==> src/rtl/sw_debounce.sv <==
// Switch synchroniser and per-bit debouncer with registered rise/fall/change pulses.
// Define SW_DEBOUNCE_BYPASS_EN to drop the debounce counters (sw_out follows sync directly).
module sw_debounce #(
  parameter int WIDTH       = 8,
  parameter int CNT_MAX     = 200000,
  parameter int SYNC_STAGES = 2
) (
  input  logic             clk,
  input  logic             reset,
  input  logic [WIDTH-1:0] sw_in,
  output logic [WIDTH-1:0] sw_out,
  output logic             sw_change,
  output logic [WIDTH-1:0] sw_rise,
  output logic [WIDTH-1:0] sw_fall
);

  logic [WIDTH-1:0] r_sync [SYNC_STAGES];
  logic [WIDTH-1:0] w_sync;
  logic [WIDTH-1:0] w_out_next;
  logic [WIDTH-1:0] r_out;
  logic [WIDTH-1:0] r_rise;
  logic [WIDTH-1:0] r_fall;
  logic             r_change;

  // Plain flop chain per bit, no logic between stages.
  always_ff @(posedge clk or posedge reset) begin
    if (reset) begin
      for (int s = 0; s < SYNC_STAGES; s++) begin
        r_sync[s] <= '0;
      end
    end else begin
      r_sync[0] <= sw_in;
      for (int s = 1; s < SYNC_STAGES; s++) begin
        r_sync[s] <= r_sync[s-1];
      end
    end
  end

  assign w_sync = r_sync[SYNC_STAGES-1];

`ifdef SW_DEBOUNCE_BYPASS_EN
  assign w_out_next = w_sync;
`else
  localparam int             CW       = $clog2(CNT_MAX);
  localparam logic [CW-1:0]  CNT_LAST = CW'(CNT_MAX - 1);

  logic [CW-1:0]    r_cnt      [WIDTH];
  logic [CW-1:0]    w_cnt_next [WIDTH];
  logic [WIDTH-1:0] w_upd;

  // Any match clears the run, so short glitches earn no partial credit.
  always_comb begin
    w_upd = '0;
    for (int i = 0; i < WIDTH; i++) begin
      w_cnt_next[i] = '0;
      if (w_sync[i] == r_out[i]) begin
        w_cnt_next[i] = '0;
      end else if (r_cnt[i] == CNT_LAST) begin
        w_upd[i]      = 1'b1;
        w_cnt_next[i] = '0;
      end else begin
        w_cnt_next[i] = r_cnt[i] + CW'(1);
      end
    end
  end

  // Per-bit mismatch run counters.
  always_ff @(posedge clk or posedge reset) begin
    if (reset) begin
      for (int i = 0; i < WIDTH; i++) begin
        r_cnt[i] <= '0;
      end
    end else begin
      for (int i = 0; i < WIDTH; i++) begin
        r_cnt[i] <= w_cnt_next[i];
      end
    end
  end

  assign w_out_next = r_out ^ w_upd;
`endif

  // Edge masks are computed from the same next value so they line up with sw_out.
  always_ff @(posedge clk or posedge reset) begin
    if (reset) begin
      r_out    <= '0;
      r_rise   <= '0;
      r_fall   <= '0;
      r_change <= 1'b0;
    end else begin
      r_out    <= w_out_next;
      r_rise   <= w_out_next & ~r_out;
      r_fall   <= ~w_out_next & r_out;
      r_change <= |(w_out_next ^ r_out);
    end
  end

  assign sw_out    = r_out;
  assign sw_rise   = r_rise;
  assign sw_fall   = r_fall;
  assign sw_change = r_change;

endmodule

==> config.mk <==
export PLATFORM = sky130hd
export DESIGN_NAME = sw_debounce
export DESIGN_NICKNAME = d
export VERILOG_FILES = /design/src/rtl/sw_debounce.sv
export SDC_FILE = /design/constraint.sdc
export NUM_CORES = 1
export LEC_CHECK = 0
export CORE_ASPECT_RATIO = 1.5
export CORE_MARGIN = 3
export CORE_UTILIZATION = 42
export DETAILED_ROUTE_END_ITERATION = 10
export HOLD_SLACK_MARGIN = 0.03
export SETUP_SLACK_MARGIN = 0.1
export SYNTH_ARGS = -nofsm -noshare
export SYNTH_HDL_FRONTEND = slang
export SYNTH_SLANG_ARGS = --single-unit
==> constraint.sdc <==
create_clock -name clk -period 8.25 [get_ports clk]
set_input_delay 2.475 -clock clk [delete_from_list [all_inputs] [get_ports clk]]
set_output_delay 2.475 -clock clk [all_outputs]
set_load 0.02 [all_outputs]
Word level (Yosys, flattened, before mapping) --
Cells that the tools add are included.
Storage, ports and cells: bits in registers 185, input port bits 10, logic and storage cells 77
Cells by class: add/sub/neg operators 8, eq/ne operators 16, mux-type cells 32, bitwise operators 6, reductions and logical operators 1
Operators with widths (count):
- $mux 18 | 16
- $add 18x1->18 const B | 8
- $eq 18x18->1 const B | 8
- $and 8x8->8 | 2
- $mux 1 | 16
- $not 8->8 | 2
- $xor 8x8->8 | 2
- $eq 1x1->1 | 8
- $reduce_or 8->1 | 1

Longest topological paths before layout --
Gate-level depths: netlist of the first run.
depth after elaboration 6, gate-level depth with buffers 9

Worst setup path after synthesis of the first run --
Ideal clock, no wire load.
path type register to output, start point reg r_out[3], in the netlist sw_out[3], end point out sw_out[3], data arrival time 0.493 ns, required time 5.775 ns, setup slack 5.282 ns, stages on the path, launching flop included 1, cell sequence dfrtp_1
RTL lines:
- start: declaration | line 20 | logic [WIDTH-1:0] r_out;
- start signal: assignment | line 91 | r_out <= w_out_next;
- end: declaration | line 11 | output logic [WIDTH-1:0] sw_out,
No word-level cell between the ends.

Worst setup path after layout of the first run --
start point reg r_out[0], in the netlist sw_out[0], end point out sw_out[0]
No word-level cell between the ends.

==> results by group, run 1 <==
Timing
  – Rel. slew slack: 34.4%
  – Max frequency: roughly 250 MHz
  – Worst-Margin Slew: slightly below 1000 ps
  – Worst Skew: 8.49 ps
  – Final Max Slew Viols: 0
  – Final period util: 48.4%
  – Count of final setup violators: 0
  – RSZ-0062 raised after global routing: false
  – Minimum clock period: 3990 ps
  – Setup TNS: 0 ps
  – Final count of hold timing violations: 0

Floorplanning
  – IO Count: 35
  – Die W: 124 microns
  – Core area: 0.0205 sq mm
  – Std-Cell Rows: 64
  – Initial core utilization: between 40% and 50%
  – Die Y: 183 microns
  – Die Area: around 0.023 sq mm

Worst setup path
  – Slowest CP cell: clkdlybuf4s50_1
  – Critical Path End Type: output pin
  – Critical Path Stages: 1
  – Worst setup SP type: flop
  – RR Startpoint: r_cnt[108]
  – Critical Path Source: sw_out[0]
  – Worst setup path end: sw_out[0]
  – R2r setup slk: 5320 ps
  – Reg-to-Reg End: sw_change
  – Reg2reg path depth: 8
  – Worst-path cell chain: clkdlybuf4s50_1
  – Worst Path Max Fanout: 6
  – CP arrival: 1520 ps
  – Setup CP Type: flop to output pin
  – Crit path max-delay family: buffers and inverters
  – Worst path required time: about 5800 ps
  – CP bufs+invs: 1
  – Crit-path max cell delay: 650 ps

Final layout
  – Design area: 0.0101 sq mm
  – # fillers: 1954
  – Antenna fix cells: 0
  – Layout Nets: 905
  – Area growth syn-to-layout: 14.5%
  – Share of layout cells above drive strength 1: 8.28%
  – Post-route insts no fill: 1146

Route
  – Vias: 5995
  – Avg WL per Cell: around 14 microns
  – Final ANT Viol Nets: 0
  – Iter 0 DRT Violations: between 300 and 400
  – Drt first pass iters: 4
  – Final routed DRC violation total: 0
  – Routed WL: 15900 microns
  – Vias per cell: 5.23

Power
  – Sw Ratio: 20.9%
  – Switching pwr: 0.393 mW
  – Peak supply drop: 0.151 mV
  – Sequential share of power: 49.6%
  – Logic pwr share: 3.0%
  – Pleak: approximately 4.0 nW
  – PwrDens: around 190 mW/mm^2
  – Cell-internal power: around 1.5 mW
  – Clock group share of total power: 47.4%

Clocking
  – Post-CTS resize count: 0
  – CTS tree: built
  – H-Tree Depth: 4
  – Root Driver: clkbuf_16
  – Clock slew seen by the registers of the worst setup and hold paths: about 60 ps
  – Number of buffers created by CTS: 17
  – Hold buffer count at CTS: 0
  – Clock Latency Late Sink: 420 ps
  – Clk sinks: 185
  – Setup Buffers After CTS: 0
  – Clock tree buffer depth: 2

Logic synthesis
  – Primary FF master, synth: dfrtp_1
  – Ys Warns: 0
  – Netlist cell types: 36
  – Mean post-synth cell area: 10.6 sq um
  – Share of the yosys chip area belonging to registers: between 50% and 60%
  – Synthesized flop and latch total: 185
  – Asr flop ratio synth: 100%
  – Syn_nets: 862
  – Cells after Synth: 828
  – Number of synthesized flops with an enable pin: 0
  – Post-Syn Area: slightly below 0.009 sq mm

GRT
  – Grt met1 use: between 10% and 20%
  – Number of global-route vias before repair: 5857
  – M3 GR Usage: 2.68%
  – Grt total ovfl: 0
  – Total Routing Usage GR: between 10% and 20%
  – Global routing's busiest layer: met2
  – Initial antenna violation count: 0
  – Largest net degree at the start of global routing: around 140
  – First-pass GRT wire length: 27600 microns
  – GRT met2 Usage: 25.2%

Min path
  – Hold path start: r_sync[8]
  – Worst hold path type: flop to flop

Outcome
  – Status: completed

Place
  – I/O Buffers: 34
  – Placed cells: 1116
  – Detail Placement HPWL: 10700 microns
  – Global placer's final weighted congestion: 0.784
  – Post-DP Area: around 0.0094 sq mm

Flow run
  – Max-cap violation count: 0
-- final cells by class --
| cell class | count | area [sq um] | area share [%] |
|---|---|---|---|
| multi-input combinational | 603 | 3990 | 39.6 |
| clock inverter | 11 | 195 | 1.94 |
| inverter | 26 | 105 | 1.04 |
| timing repair buffer | 38 | 370 | 3.68 |
| tap | 264 | 330 | 3.28 |
| sequential | 185 | 4630 | 46.0 |
| clock buffer | 19 | 453 | 4.50 |
-- flip-flops by register name, summed over array words and instances, names as in the netlist --
| signal | cells |
|---|---|
| r_cnt | 144 |
| r_sync | 8 |
| sw_fall | 8 |
| sw_out | 8 |
| sw_rise | 8 |
| w_sync | 8 |
| sw_change | 1 |
-- power by group through the flow --
stage | sequential [mW] | clock, mW | combinational [mW]
final | 0.934 | 0.893 | 0.0562
after global routing | 0.935 | 0.955 | 0.0667
after CTS | 0.933 | 0.921 | 0.0592
after detailed placement | 0.951 | 0 | 0.0591
after global placement | 0.950 | 0 | 0.0583
after floorplan | 0.947 | 0 | 0.0419
-- metrics by stage --
stage | hold slack (ps) | setup WS, ps | util [%] | power, mW
finish | 350 | 4260 | 49.1 | 1.88
global placement | 335 | 3880 | 46.0 | 1.01
global route | 369 | 4140 | 49.1 | 1.96
detailed placement | 338 | 3850 | 46.0 | 1.01
floorplan | 331 | 746 | - | 0.989
CTS | 350 | 4220 | 49.1 | 1.91
-- worst min path at each step --
| stage | slack, ps | endpoint | depth (start not counted) |
|---|---|---|---|
| after floorplan | 330 | w_sync[0] | 0 |
| after global placement | 340 | w_sync[0] | 0 |
| after detailed placement | 340 | w_sync[0] | 0 |
| after CTS | 350 | w_sync[0] | 0 |
| after global routing | 370 | w_sync[3] | 0 |
| final | 350 | w_sync[0] | 0 |
-- per-layer routing --
metal | wire (microns) | share of wire, %
met2 | 8130 | 51
met1 | 7160 | 45
met5 | 0 | 0
met3 | 316 | 2.0
met4 | 270 | 1.7
-- logic make-up after synthesis --
group           share of synthesized area [%]
flops                                    52.7
simple gates                             24.5
compound gates                           3.53
mux                                      2.05
xor+xnor                                 11.9
fa+ha+maj                                3.42
buf+inv                                  1.99
-- layout by cell type, fill, tap and decap left out, drive strengths merged --
| cell type | count |
|---|---|
| a21oi | 16 |
| and2 | 2 |
| and3 | 3 |
| and4 | 6 |
| buf | 4 |
| bufinv | 5 |
| clkbuf | 19 |
| clkdlybuf4s50 | 34 |
| clkinv | 2 |
| clkinvlp | 3 |
| dfrtp | 185 |
| ha | 24 |
| inv | 27 |
| mux2 | 8 |
| mux2i | 9 |
| nand2 | 44 |
| nand3 | 45 |
| nand4 | 46 |
| nand4bb | 4 |
| nor2 | 140 |
| nor3 | 31 |
| nor4 | 32 |
| nor4b | 3 |
| nor4bb | 3 |
| o21ai | 16 |
| o31ai | 9 |
| or2 | 8 |
| or3 | 17 |
| or4 | 15 |
| or4b | 3 |
| xnor2 | 74 |
| xor2 | 45 |
-- synth_stat cells (8+ instances only) --
master | n | share of area, %
mux2_2 | 8 | 1.0
mux2i_1 | 9 | 1.0
or3_1 | 17 | 1.2
or4_4 | 8 | 1.0
ha_1 | 24 | 3.4
or2_2 | 8 | 0.57
nand2_1 | 44 | 1.9
dfrtp_1 | 185 | 53
nor3_1 | 31 | 1.8
a21oi_1 | 15 | 0.85
o21ai_0 | 15 | 0.85
nand3_1 | 45 | 2.6
xor2_1 | 45 | 4.5
xnor2_1 | 74 | 7.4
nor4_1 | 32 | 2.3
nor2_1 | 140 | 6.0
inv_1 | 26 | 1.1
nand4_1 | 40 | 2.8
(Power assumes the default switching activity.)
==> inputs of run 2 (changes only) <==
==> constraint.sdc (replaced) <==
create_clock -name clk -period 3.5 [get_ports clk]
set_input_delay 1.05 -clock clk [delete_from_list [all_inputs] [get_ports clk]]
set_output_delay 1.05 -clock clk [all_outputs]
set_load 0.02 [all_outputs]
==> results by group, run 2 (same netlist as run 1, synthesis figures left out) <==
Outcome
  – Status: completed

Final layout
  – Antenna fix cells: 0
  – # fillers: 1929
  – Layout Nets: around 910
  – Post-Route Utilization: between 40 and 50%
  – Most flop-heavy register: r_cnt
  – Most frequent cells in the layout: dfrtp_1, nor2_1, xnor2_1
  – Area growth syn-to-layout: 14.3%
  – Share of layout cells above drive strength 1: 8.57%
  – Post-route insts no fill: between 1000 and 1500
  – Max FFs per register: 144
  – Most common cell after layout, fill and taps aside: dfrtp_1

Route
  – Final ANT Viol Nets: 0
  – Vias per cell: ~5.2
  – Vias: between 6000 and 7000
  – Drt first pass iters: 4
  – Avg WL per Cell: 14.3 microns
  – Routed WL: 16400 microns
  – Iter 0 DRT Violations: between 200 and 300
  – Final routed DRC violation total: 0

Timing
  – Setup TNS: 0 ps
  – Max frequency: 369 MHz
  – Rel. slew slack: 46.6%
  – Worst-Margin Slew: 801 ps
  – Final count of hold timing violations: 0
  – RSZ-0062 raised after global routing: false
  – Worst Skew: 10.2 ps
  – Count of final setup violators: 0
  – Final Max Slew Viols: 0
  – Minimum clock period: 2710 ps
  – Final period util: 77.3%

Place
  – Global placer's final weighted congestion: 0.795
  – I/O Buffers: 34
  – Placed cells: ~1100
  – Detail Placement HPWL: roughly 11000 microns

Clocking
  – H-Tree Depth: 4
  – Root Driver: clkbuf_16
  – Number of buffers created by CTS: 17
  – CTS tree: built
  – Clock tree buffer depth: 2
  – Setup Buffers After CTS: 0
  – Clock Latency Late Sink: roughly 440 ps
  – Post-CTS resize count: 0
  – Clk sinks: 185
  – Clock slew seen by the registers of the worst setup and hold paths: 70 ps
  – Hold buffer count at CTS: 0

Min path
  – Worst hold path type: flop to flop

Floorplanning
  – Die Area: 0.0227 sq mm
  – Core area: 0.0205 sq mm
  – Die W: 124 microns
  – IO Count: 35
  – Initial core utilization: 42.9%
  – Die Y: 183 microns
  – Std-Cell Rows: between 60 and 70

Worst setup path
  – Worst Path Max Fanout: 5
  – Critical Path End Type: flop
  – Worst setup SP type: flop
  – CP arrival: 3030 ps
  – Worst path required time: 3820 ps
  – Setup CP Type: flop to flop

Power
  – Sequential share of power: 51.9%
  – Switching pwr: ~0.96 mW
  – Clock group share of total power: 44.9%
  – PwrDens: approximately 420 mW/mm^2
  – Peak supply drop: 0.345 mV
  – Cell-internal power: ~3.3 mW
  – Pleak: 4.01 nW
  – Sw Ratio: between 20% and 30%
  – Logic pwr share: 3.2%

GRT
  – Initial antenna violation count: 0
  – Total Routing Usage GR: 15.5%
  – Grt total ovfl: 0
  – Largest net degree at the start of global routing: 80
  – Number of global-route vias before repair: between 5000 and 6000
  – First-pass GRT wire length: ~28000 microns

Flow run
  – Max-cap violation count: 0
-- run 2: cell count changes in the layout (fill, tap and decap cells not counted) --
cell and change:
clkbuf_8 -2, clkbuf_1 +2, buf_4 +2, buf_12 +2
clkinvlp_4 -1, inv_8 -1, clkinv_2 +1, inv_6 +5
bufinv_16 -3
-- run 2: layout make-up --
cell class	instances	area (sq um)	area share, %
Multi-Input combinational cell	603	3990	39.7
Clock inverter	12	139	1.38
Inverter	26	101	1.01
Timing Repair Buffer	42	425	4.23
Tap cell	264	330	3.29
Sequential cell	185	4630	46.1
Clock buffer	19	433	4.31
-- run 2: critical path: stages (launching register included) --
cell	delay, ps
dfrtp_1	430
nand4bb_1	210
or4_1	540
nor3_1	290
mux2_2	390
ha_1	340
nand4_1	100
or2_2	290
-- run 2: path summary, 6_finish.rpt --
check                      cells past startpoint  slack, ps        end       start
max                                            7        790  sw_change   r_cnt[79]
min                                            0        350  w_sync[7]  r_sync[15]
max reg2reg                                    7        790  sw_change   r_cnt[79]
min reg2reg                                    0        350  w_sync[7]  r_sync[15]
max in group asynchronous                      3       2020  r_cnt[31]       reset
min in group asynchronous                      3       1090  w_sync[0]       reset
-- run 2: power by group through the flow --
stage	registers, mW	logic, mW	clock network [mW]
CTS	2.20	0.144	1.96
global route	2.20	0.160	2.04
floorplan	2.23	0.0992	0
finish	2.20	0.137	1.90
global placement	2.24	0.142	0
detailed placement	2.24	0.143	0
-- run 2: metrics by stage --
step / power, mW / instance area (sq um) / setup slack (ps) / hold WS (ps)
6_report: 4.24 / 10000 / 793 / 347
3_3_place_gp: 2.38 / 9470 / 808 / 332
2_1_floorplan: 2.33 / 8800 / 71.5 / 331
3_5_place_dp: 2.38 / 9470 / 749 / 336
4_1_cts: 4.31 / 10000 / 755 / 351
5_1_grt: 4.41 / 10000 / 593 / 356
-- run 2: metal layers --
metal	global-route usage, %	vias up	wire [microns]
li1	-	2982	-
met1	18.9	2932	7270
met4	6.10	0	344
met2	26.5	82	8400
met5	0	-	0
met3	3.18	25	397
